`src/rtl/mem_arbiter.sv`:
```
// Two-requester memory arbiter: instruction fetch (read-only) and load/store share
// one memory port, one transaction in flight, LS priority with an IF anti-starvation streak.
module mem_arbiter #(
  parameter int XLEN       = 64,
  parameter int STARVE_MAX = 4
) (
  input  logic            clk,
  input  logic            rst,
  input  logic            if_req,
  input  logic [XLEN-1:0] if_addr,
  output logic            if_gnt,
  output logic            if_rvalid,
  output logic [XLEN-1:0] if_rdata,
  input  logic            ls_req,
  input  logic            ls_we,
  input  logic [XLEN-1:0] ls_addr,
  input  logic [XLEN-1:0] ls_wdata,
  input  logic [7:0]      ls_wmask,
  output logic            ls_gnt,
  output logic            ls_rvalid,
  output logic [XLEN-1:0] ls_rdata,
  output logic            mem_req,
  output logic            mem_we,
  output logic [XLEN-1:0] mem_addr,
  output logic [XLEN-1:0] mem_wdata,
  output logic [7:0]      mem_wmask,
  input  logic            mem_ready,
  input  logic            mem_rvalid,
  input  logic [XLEN-1:0] mem_rdata,
  output logic            busy
);

  typedef enum logic [1:0] {IDLE, REQ, WAIT} state_t;

  localparam logic [3:0] STREAK_LIMIT = 4'(STARVE_MAX);

  state_t          state_reg, state_next;
  logic [3:0]      streak_reg;
  logic            owner_ls_reg;
  logic            we_reg;
  logic [XLEN-1:0] addr_reg;
  logic [XLEN-1:0] wdata_reg;
  logic [7:0]      wmask_reg;
  logic            if_rvalid_reg, ls_rvalid_reg;
  logic [XLEN-1:0] if_rdata_reg, ls_rdata_reg;
  logic            grant_if, grant_ls;
  logic [XLEN-1:0] sel_addr;

  always_comb begin
    state_next = state_reg;
    grant_if   = 1'b0;
    grant_ls   = 1'b0;
    case (state_reg)
      IDLE: begin
        // Grants are suppressed while reset is held so every output reads 0.
        if (!rst) begin
          grant_ls = ls_req && !(if_req && streak_reg == STREAK_LIMIT);
          grant_if = if_req && !grant_ls;
          if (grant_ls || grant_if) state_next = REQ;
        end
      end
      REQ:     if (mem_ready)  state_next = WAIT;
      WAIT:    if (mem_rvalid) state_next = IDLE;
      default: state_next = IDLE;
    endcase
  end

  always_ff @(posedge clk) begin
    if (rst) state_reg <= IDLE;
    else     state_reg <= state_next;
  end

  assign sel_addr = grant_ls ? ls_addr : if_addr;

  always_ff @(posedge clk) begin
    if (rst) begin
      streak_reg    <= 4'd0;
      owner_ls_reg  <= 1'b0;
      we_reg        <= 1'b0;
      addr_reg      <= '0;
      wdata_reg     <= '0;
      wmask_reg     <= 8'h00;
      if_rvalid_reg <= 1'b0;
      ls_rvalid_reg <= 1'b0;
      if_rdata_reg  <= '0;
      ls_rdata_reg  <= '0;
    end else begin
      if_rvalid_reg <= 1'b0;
      ls_rvalid_reg <= 1'b0;
      if (grant_if || grant_ls) begin
        owner_ls_reg <= grant_ls;
        we_reg       <= grant_ls && ls_we;
        addr_reg     <= {sel_addr[XLEN-1:3], 3'b000};
        wdata_reg    <= (grant_ls && ls_we) ? ls_wdata : '0;
        wmask_reg    <= (grant_ls && ls_we) ? ls_wmask : 8'h00;
        // Streak only grows while IF is actually being passed over.
        if (grant_if || !if_req)            streak_reg <= 4'd0;
        else if (streak_reg != STREAK_LIMIT) streak_reg <= streak_reg + 4'd1;
      end
      if (state_reg == WAIT && mem_rvalid) begin
        if (owner_ls_reg) begin
          ls_rvalid_reg <= 1'b1;
          ls_rdata_reg  <= we_reg ? '0 : mem_rdata;
        end else begin
          if_rvalid_reg <= 1'b1;
          if_rdata_reg  <= mem_rdata;
        end
      end
    end
  end

  assign if_gnt    = grant_if;
  assign ls_gnt    = grant_ls;
  assign if_rvalid = if_rvalid_reg;
  assign if_rdata  = if_rdata_reg;
  assign ls_rvalid = ls_rvalid_reg;
  assign ls_rdata  = ls_rdata_reg;
  assign mem_req   = (state_reg == REQ);
  assign mem_we    = we_reg;
  assign mem_addr  = addr_reg;
  assign mem_wdata = wdata_reg;
  assign mem_wmask = wmask_reg;
  assign busy      = (state_reg != IDLE);

endmodule

```
`config.mk`:
```
export PLATFORM = sky130hd
export DESIGN_NAME = mem_arbiter
export DESIGN_NICKNAME = d
export VERILOG_FILES = /design/src/rtl/mem_arbiter.sv
export SDC_FILE = /design/constraint.sdc
export NUM_CORES = 1
export LEC_CHECK = 0
export ABC_AREA = 1
export CELL_PAD_IN_SITES_DETAIL_PLACEMENT = 0
export CELL_PAD_IN_SITES_GLOBAL_PLACEMENT = 2
export CORE_MARGIN = 3
export CORE_UTILIZATION = 22
export DETAILED_ROUTE_END_ITERATION = 8
export PLACE_DENSITY = 0.86
export SLEW_MARGIN = 20
export SYNTH_ARGS = -nofsm -noshare
export SYNTH_HDL_FRONTEND = slang
export SYNTH_SLANG_ARGS = --single-unit
```
`constraint.sdc`:
```
create_clock -name clk -period 2.7 [get_ports clk]
set_input_delay 0.405 -clock clk [delete_from_list [all_inputs] [get_ports clk]]
set_output_delay 0.405 -clock clk [all_outputs]
set_load 0.005 [all_outputs]
```
=== Word-level counts from Yosys, hierarchy flattened ===
Cells that the tools add are included.

* Bits in registers: 271
* Logic and storage cells: 56
* Input port bits: 271

* Equality and inequality tests: 7
* Add/sub/neg operators: 1
* Mux-type cells: 16
* Bitwise operators: 2
* Reduce and logical (&&, ||, !) cells: 19

{| class="wikitable"
|+ Operator list
! cell !! count
|-
| 64-bit two-way mux || 3
|-
| 4-bit two-way mux || 2
|-
| 8-bit two-way mux || 1
|-
| 1-bit two-way mux || 6
|-
| 2-bit two-way mux || 3
|-
| 2-bit case mux with 3 select lines || 1
|-
| 2-bit AND reduction || 3
|-
| 1-bit logical AND || 5
|-
| 4-bit by 1-bit adder with 4-bit output, second input constant || 1
|-
| 4-bit by 3-bit == test with 1-bit output, second input constant || 1
|-
| 2-bit inequality test, second input constant || 2
|-
| 4-bit by 3-bit inequality test with 1-bit output, second input constant || 1
|-
| 2-bit nonzero test || 2
|-
| 1-bit zero test || 3
|-
| 1-bit logical OR || 3
|-
| 3-bit AND reduction || 1
|-
| 2-bit by 1-bit == test with 1-bit output, second input constant || 1
|-
| 2-bit == test, second input constant || 1
|-
| 2-bit zero test || 1
|-
| 2-bit by 1-bit inequality test with 1-bit output, second input constant || 1
|-
| 1-bit NOT || 2
|-
| 2-bit OR reduction || 1
|}

=== Logic depth before layout (Yosys ltp) ===
Gate-level depths: netlist (run 1).

* Word-level depth: 11
* Gate-level depth with buffers: 10

=== Worst setup path before layout (run 1) ===
OpenSTA, ideal clock, no wires.

* Path kind: reg-to-output
* Start: reg streak_reg[0]
* End: out ls_gnt
* Path buffers: 1
* Data required time: 2295 ps
* Cell stages (with the launch flop): 7
* Path slack: 1173 ps
* Arrival time: 1122 ps
* Cell sequence: dfxtp_1 -> inv_1 -> ha_1 -> nand2_1 -> nor2_4 -> nor2_8 -> buf_2

* Word-level cells in the longest chain between the ends: 6

{| class="wikitable"
|+ RTL lines
! element !! RTL line !! source
|-
| from (decl) || 38 || <nowiki>logic [3:0] streak_reg;</nowiki>
|-
| from (signal assigned) || 98 || <nowiki>else if (streak_reg != STREAK_LIMIT) streak_reg <= streak_reg + 4'd1;</nowiki>
|-
| 4-bit by 3-bit == test with 1-bit output || 57 || <nowiki>grant_ls = ls_req && !(if_req && streak_reg == STREAK_LIMIT);</nowiki>
|-
| 1-bit logical AND || 57 ||
|-
| 1-bit zero test || 57 ||
|-
| 1-bit logical AND || 57 ||
|-
| 1-bit two-way mux || 56 || <nowiki>if (!rst) begin</nowiki>
|-
| 1-bit two-way mux || 53 || <nowiki>case (state_reg)</nowiki>
|-
| to (decl) || 19 || <nowiki>output logic ls_gnt,</nowiki>
|}

No other way between the ends.

=== Worst setup path after layout (run 1) ===
* Start: reg streak_reg[0]
* End: out if_gnt

* Word-level cells in the longest chain between the ends: 8

{| class="wikitable"
|+ RTL lines
! element !! RTL line !! source
|-
| 4-bit by 3-bit == test with 1-bit output || 57 ||
|-
| 1-bit logical AND || 57 ||
|-
| 1-bit zero test || 57 ||
|-
| 1-bit logical AND || 57 ||
|-
| 1-bit zero test || 58 || <nowiki>grant_if = if_req && !grant_ls;</nowiki>
|-
| 1-bit logical AND || 58 ||
|-
| 1-bit two-way mux || 56 ||
|-
| 1-bit two-way mux || 53 ||
|-
| to (decl) || 11 || <nowiki>output logic if_gnt,</nowiki>
|}

No other way between the ends.

==> metrics.csv, run 1 <==
stage;metric;value;unit
run_status;status;finished, final reports clean;
clock_network;clockBufferDepth;3;
layout;multi_input_comb_area;4360;um2
global_route;grt_util_met1;20.2;%
sta;timing.final.hold_violations;0;
yosys;yosysTopAreaCell;dfxtp_1;
sta;timing.final.crit_share;94.7;%
floorplan;row_count;80;
detailed_routing;post_drt_wl_per_cell;17.9;um
worst_setup_path;crit_path_max_fanout;5;
detailed_routing;first_pass_iters;4;
detailed_routing;via_per_inst;4.46;
layout;final_util;36.7;%
detailed_routing;route.detailed.drc;0;
floorplan;coreArea;47900;um2
worst_setup_path;crit_arrival;2.15;ns
global_route;top_usage_layer;met2;
yosys;synth_seq_area_share;50.6;%
worst_hold_path;worstHoldPathType;in -> reg;
worst_setup_path;worst_setup_path_end_kind;output port;
detailed_routing;drtIter0Drc;489;
place;hpwl;31200;um
sta;period_needed;2.56;ns
yosys;synth.top_cell.area_share;50.6;%
power_and_ir_drop;power.leakage;0.00697;uW
power_and_ir_drop;power_density;581;nW/um2
power_and_ir_drop;power.share.clock;42.5;%
yosys;synth-edff-count;0;
global_route;antenna_found_initial;6;
sta;setup-violations-final;0;
yosys;synthDistinctLibCells;24;
layout;seq_area;5430;um2
power_and_ir_drop;p_int;7620;uW
sta;setup_tns;0;ns
global_route;grt_pass1_vias;11102;
clock_network;cts_sinks;271;
yosys;yosys_warnings;0;
global_route;grt.overflow.total;0;
yosys;avgSynthCellArea;7.37;um2
worst_setup_path;start_kind;flip-flop;
sta;tightest_slew;0.953;ns
clock_network;clk_pin_slew;0.06;ns
detailed_routing;postRouteAntennaNets;0;
sta;fin_skew;0.0207;ns
yosys;synth_seq_cells;271;
floorplan;initial_core_util;22.4;%
worst_setup_path;ff2ff_path_depth;9;
clock_network;clk_latency;0.53;ns
run;maxCapViolations;0;
sta;fmax;0.391;GHz
global_route;grt_start_max_net_pins;142;
worst_setup_path;reg2reg_to;mem_wdata[55];
floorplan;die_height;227;um
power_and_ir_drop;netSwitchingPower;2610;uW
place;place_congestion;0.798;
layout;drive_gt1_share;4.56;%
detailed_routing;vias;11437;
place;io_buffers;532;
layout;nets;2204;
layout;area_delta_synth_final;64.2;%
clock_network;cts_buffers;34;
power_and_ir_drop;irDropWorstVdd;0.368;mV
yosys;synth-main-ff-cell;dfxtp_1;
clock_network;root_buffer;clkbuf_16;
clock_network;cts.htree.levels;2;
yosys;synth_cells;1456;
worst_setup_path;critical_path_class;reg -> out;
power_and_ir_drop;p_comb_share;15.7;%
floorplan;die_x;227;um
worst_setup_path;reg2reg_from;streak_reg[0];
floorplan;io_pins;542;
layout;fill_cells;5039;
clock_network;cts_tree;built;
sta;slew_viol_final;0;
yosys;syn-cell-area;10700;um2
power_and_ir_drop;swShare;25.5;%
floorplan;die_area;51500;um2
worst_setup_path;startpoint;streak_reg[0];
worst_setup_path;r2r_slack;0.69;ns
yosys;post-synth-top-count-cell;nand2_1;
global_route;grt_usage;16.8;%
global_route;use_met2;27.4;%
global_route;grt_use_met3;7.04;%
yosys;synth.area.top_cells;dfxtp_1, nand3_1, nand2_1;
worst_setup_path;setup.worst_path.end;if_gnt;
sta;slew_headroom;36.5;%
global_route;grt_pass1_wl;67200;um
yosys;synthArstFlopShare;0;%
clock_network;holdBufCountCts;0;
detailed_routing;drt-total-wl;46000;um
power_and_ir_drop;power_frac_seq;41.8;%
power_and_ir_drop;power;10200;uW
worst_setup_path;crit_required;2.30;ns
yosys;synthTopCellsByCount;nand2_1, dfxtp_1, nand3_1;
-- what timing repair did --
action,in CTS,in global routing
setup endpoints to repair,0,2
buffers inserted,0,0
resized for setup,0,1
-- kinds of logic (layout without fill, tap and decap cells) --
| logic type | after synthesis | in the layout | share of synthesized area [%] |
|---|---|---|---|
| buffers and inverters | 230 | 722 | 9.03 |
| other | 1 | 5 | 0.0349 |
| AND/OR/NAND/NOR | 680 | 680 | 27.4 |
| flip-flops | 271 | 271 | 50.6 |
| AO/OA/AOI/OAI | 272 | 272 | 12.7 |
| adder cells (fa/ha/maj) | 2 | 2 | 0.233 |
-- routing by layer --
| metal | part of all wire, % | up-vias |
|---|---|---|
| met1 | 41 | 5320 |
| met3 | 10 | 71 |
| met2 | 46 | 365 |
| met4 | 2.6 | 8 |
| li1 | - | 5673 |
| met5 | 0.11 | - |
-- final cells by class --
cell class	instances	area share (%)
clock buffers	49	5.55
well taps	615	4.37
flip-flops and latches	271	30.8
inverters	109	2.34
multi-input cells	957	24.8
repair buffers	558	31.8
clock inverters	6	0.348
diodes	2	0.0284
-- power by group through the flow --
stage,combinational (uW),clock (uW),sequential (uW)
floorplan,610,0,4370
global placement,1620,0,4350
detailed placement,1620,0,4360
CTS,1630,4550,4270
global route,1760,4700,4290
finish,1610,4350,4270
-- layout by cell type, fill, tap and decap left out, types with 2 or more instances in the layout --
master           count
nor2_1             133
o21ai_0            129
a21oi_1            141
buf_4               20
clkbuf_16           35
nand2_1            274
clkbuf_8             5
clkdlybuf4s50_1    530
nand3_1            263
diode_2              2
buf_12               7
inv_1              104
conb_1               3
dfxtp_1            271
inv_2                4
clkbuf_1             9
clkinv_2             3
ha_1                 2
nand3_2              2
nor2_4               3
-- through the flow --
step | worst slack (ns) | cells | instance area, um2 | hold WS (ns)
floorplan | 1.17 | 1458 | 10700 | 0.460
global placement | 0.177 | 2510 | 16600 | 0.451
detailed placement | 0.162 | 2510 | 16600 | 0.454
CTS | 0.0699 | 2565 | 17600 | 0.364
global route | -0.00230 | 2567 | 17600 | 0.427
finish | 0.142 | 2567 | 17600 | 0.404
-- how the worst min path moves through the flow --
stage / from / end / cells after the start
detailed placement: mem_wdata[23] / mem_wdata[23] / 2
CTS: rst / mem_wdata[58] / 6
global placement: mem_wmask[2] / mem_wmask[2] / 2
finish: rst / owner_ls_reg / 3
global route: rst / mem_wdata[15] / 6
floorplan: mem_wdata[22] / mem_wdata[22] / 2
-- worst max-delay path, cell delays in order (launching register included) --
cell	delay (ns)
dfxtp_1	0.35
inv_1	0.10
ha_1	0.14
nand2_1	0.11
o21ai_2	0.20
nand2_2	0.11
inv_1	0.08
clkdlybuf4s50_1	0.56
No activity file was read; power rests on OpenSTA's default activity.
==> inputs of run 2 (changes only) <==
--- a/config.mk
+++ b/config.mk
@@ -7,4 +7,5 @@
 export LEC_CHECK = 0
 export ABC_AREA = 1
+export CAP_MARGIN = 30
 export CELL_PAD_IN_SITES_DETAIL_PLACEMENT = 0
 export CELL_PAD_IN_SITES_GLOBAL_PLACEMENT = 2
==> constraint.sdc (replaced) <==
create_clock -name clk -period 2.7 [get_ports clk]
set_input_delay 0.54 -clock clk [delete_from_list [all_inputs] [get_ports clk]]
set_output_delay 0.54 -clock clk [all_outputs]
set_load 0.005 [all_outputs]
==> run 2 against run 1 <==
  * Hold slack improved by 0.057 ns
  * Critical path depth fell by 1
  * Non-clock buffer count did not move
  * Clock power is essentially flat
  * Sequential cell count stayed put
  * Register-to-register slack worse by 0.13 ns
  * Global-route usage down 0.12 points
  * Fmax up 6.5%
  * Power barely moved
  * First-iteration DRC count up 36%
  * Largest power group unchanged
==> metrics.csv, run 2 (synthesis results as in run 1) <==
stage;metric;value;unit
worst_setup_path;reg2reg_from;streak_reg[0];
sta;setup_tns;0;ns
clock_network;clk_pin_slew;0.06;ns
global_route;grt_pass1_vias;11217;
worst_setup_path;worst_setup_path_end_kind;output port;
power_and_ir_drop;p_comb_share;15.8;%
detailed_routing;route.detailed.drc;0;
place;place_inst;2510;
power_and_ir_drop;power.leakage;0.00702;uW
sta;fin_hold_ws;0.461;ns
power_and_ir_drop;irDropWorstVdd;0.499;mV
power_and_ir_drop;netSwitchingPower;2640;uW
worst_setup_path;crit_required;2.16;ns
place;io_buffers;532;
sta;rsz0062_at_grt;no;
clock_network;cts_sinks;271;
layout;layout_commonest_cell;clkdlybuf4s50_1;
clock_network;cts_tree;built;
worst_setup_path;start_kind;flip-flop;
detailed_routing;postRouteAntennaNets;0;
worst_setup_path;crit_arrival;1.86;ns
floorplan;io_pins;542;
worst_setup_path;crit_path_max_fanout;5;
floorplan;row_count;80;
global_route;grt_pass1_wl;67200;um
clock_network;cts.htree.levels;2;
clock_network;root_buffer;clkbuf_16;
detailed_routing;drt-total-wl;45900;um
sta;period_needed;2.40;ns
detailed_routing;vias;11392;
layout;drive_gt1_share;4.61;%
clock_network;clockBufferDepth;3;
sta;slew_headroom;38.2;%
layout;most-common-layout-cells;clkdlybuf4s50_1, nand2_1, dfxtp_1;
clock_network;holdBufCountCts;0;
worst_hold_path;worstHoldPathType;reg -> reg;
layout;stdcell_count;2572;
clock_network;post_cts_buffers;0;
power_and_ir_drop;swShare;25.8;%
floorplan;coreArea;47900;um2
detailed_routing;first_pass_iters;5;
power_and_ir_drop;p_int;7590;uW
global_route;grt.overflow.total;0;
floorplan;initial_core_util;22.4;%
global_route;antenna_found_initial;7;
detailed_routing;via_per_inst;4.43;
worst_hold_path;hold_start;mem_wdata[46];
sta;tightest_slew;0.926;ns
floorplan;die_area;51500;um2
detailed_routing;drtIter0Drc;665;
floorplan;die_height;227;um
sta;fin_skew;0.0155;ns
clock_network;clk_latency;0.53;ns
layout;nets;2204;
place;hpwl;31400;um
place;place_congestion;0.784;
sta;fmax;0.416;GHz
sta;slew_viol_final;0;
power_and_ir_drop;power_frac_seq;41.8;%
run_status;status;finished, final reports clean;
floorplan;die_x;227;um
layout;area_delta_synth_final;64.4;%
clock_network;cts_buffers;34;
global_route;grt_usage;16.7;%
detailed_routing;post_drt_wl_per_cell;17.8;um
worst_setup_path;startpoint;streak_reg[0];
global_route;grt_start_max_net_pins;142;
sta;timing.final.crit_share;89.0;%
power_and_ir_drop;power.share.clock;42.5;%
sta;setup-violations-final;0;
run;maxCapViolations;0;
sta;timing.final.hold_violations;0;
power_and_ir_drop;power_density;580;nW/um2
worst_setup_path;critical_path_class;reg -> out;
[run 2: changes by cell type in the layout (fill, tap and decap cells not counted), moves of 2 or more]
cell             previous run  this run
clkinv_2                    3         7
diode_2                     2         6
clkbuf_8                    5         2
buf_12                      7         9
buf_4                      20        18
clkdlybuf4s50_1           530       528
[run 2: repair_timing]
action                                  CTS  global route
endpoints found under the setup margin    1             1
gates resized for setup                   1             1
pin swaps                                 0             1
[run 2: critical path, cell delays in order, from the launching register on]
cell           delay [ns]
dfxtp_1              0.40
inv_1                0.08
ha_1                 0.20
nand2_1              0.13
nor2_4               0.07
nor2_8               0.14
dlygate4sd2_1        0.31
[run 2: routing by layer]
metal  routed length, um  GRT usage (%)  part of all wire, %
met5                  27              0                0.059
met4                1310           6.56                  2.8
met3                4860           6.73                   11
met2               21400           26.8                   47
met1               18300           20.0                   40
[run 2: power groups by stage]
stage | Clock, uW | Combinational, uW | Sequential, uW
after global placement | 0 | 1630 | 4350
after detailed placement | 0 | 1630 | 4360
after floorplan | 0 | 610 | 4370
after global routing | 4670 | 1770 | 4290
after CTS | 4520 | 1640 | 4270
final | 4350 | 1610 | 4280
[run 2: path summary, 6_finish.rpt]
| kind | end | slack [ns] | cells past startpoint |
|---|---|---|---|
| max reg2reg | mem_wdata[22] | 0.56 | 8 |
| min | mem_wdata[46] | 0.46 | 2 |
| min reg2reg | mem_wdata[46] | 0.46 | 2 |
| max | ls_gnt | 0.30 | 6 |
[run 2: area by class of cell]
type,count,area (um2)
Tap cell,615,769
Fill cell,5031,30300
Multi-Input combinational cell,957,4360
Sequential cell,271,5430
Clock buffer,44,908
Antenna cell,6,15.0
Timing Repair Buffer,558,5630
Inverter,109,412
Clock inverter,12,129
[run 2: through the flow]
| stage | setup slack (ns) | total power [uW] | util [%] | instance area [um2] |
|---|---|---|---|---|
| 2_1_floorplan | 0.915 | 4980 | - | 10700 |
| 3_3_place_gp | 0.0996 | 5980 | 34.6 | 16600 |
| 3_5_place_dp | 0.0957 | 5990 | 34.6 | 16600 |
| 4_1_cts | 0.0281 | 10400 | 36.8 | 17600 |
| 5_1_grt | 0.133 | 10700 | 36.8 | 17600 |
| 6_report | 0.298 | 10200 | 36.8 | 17600 |
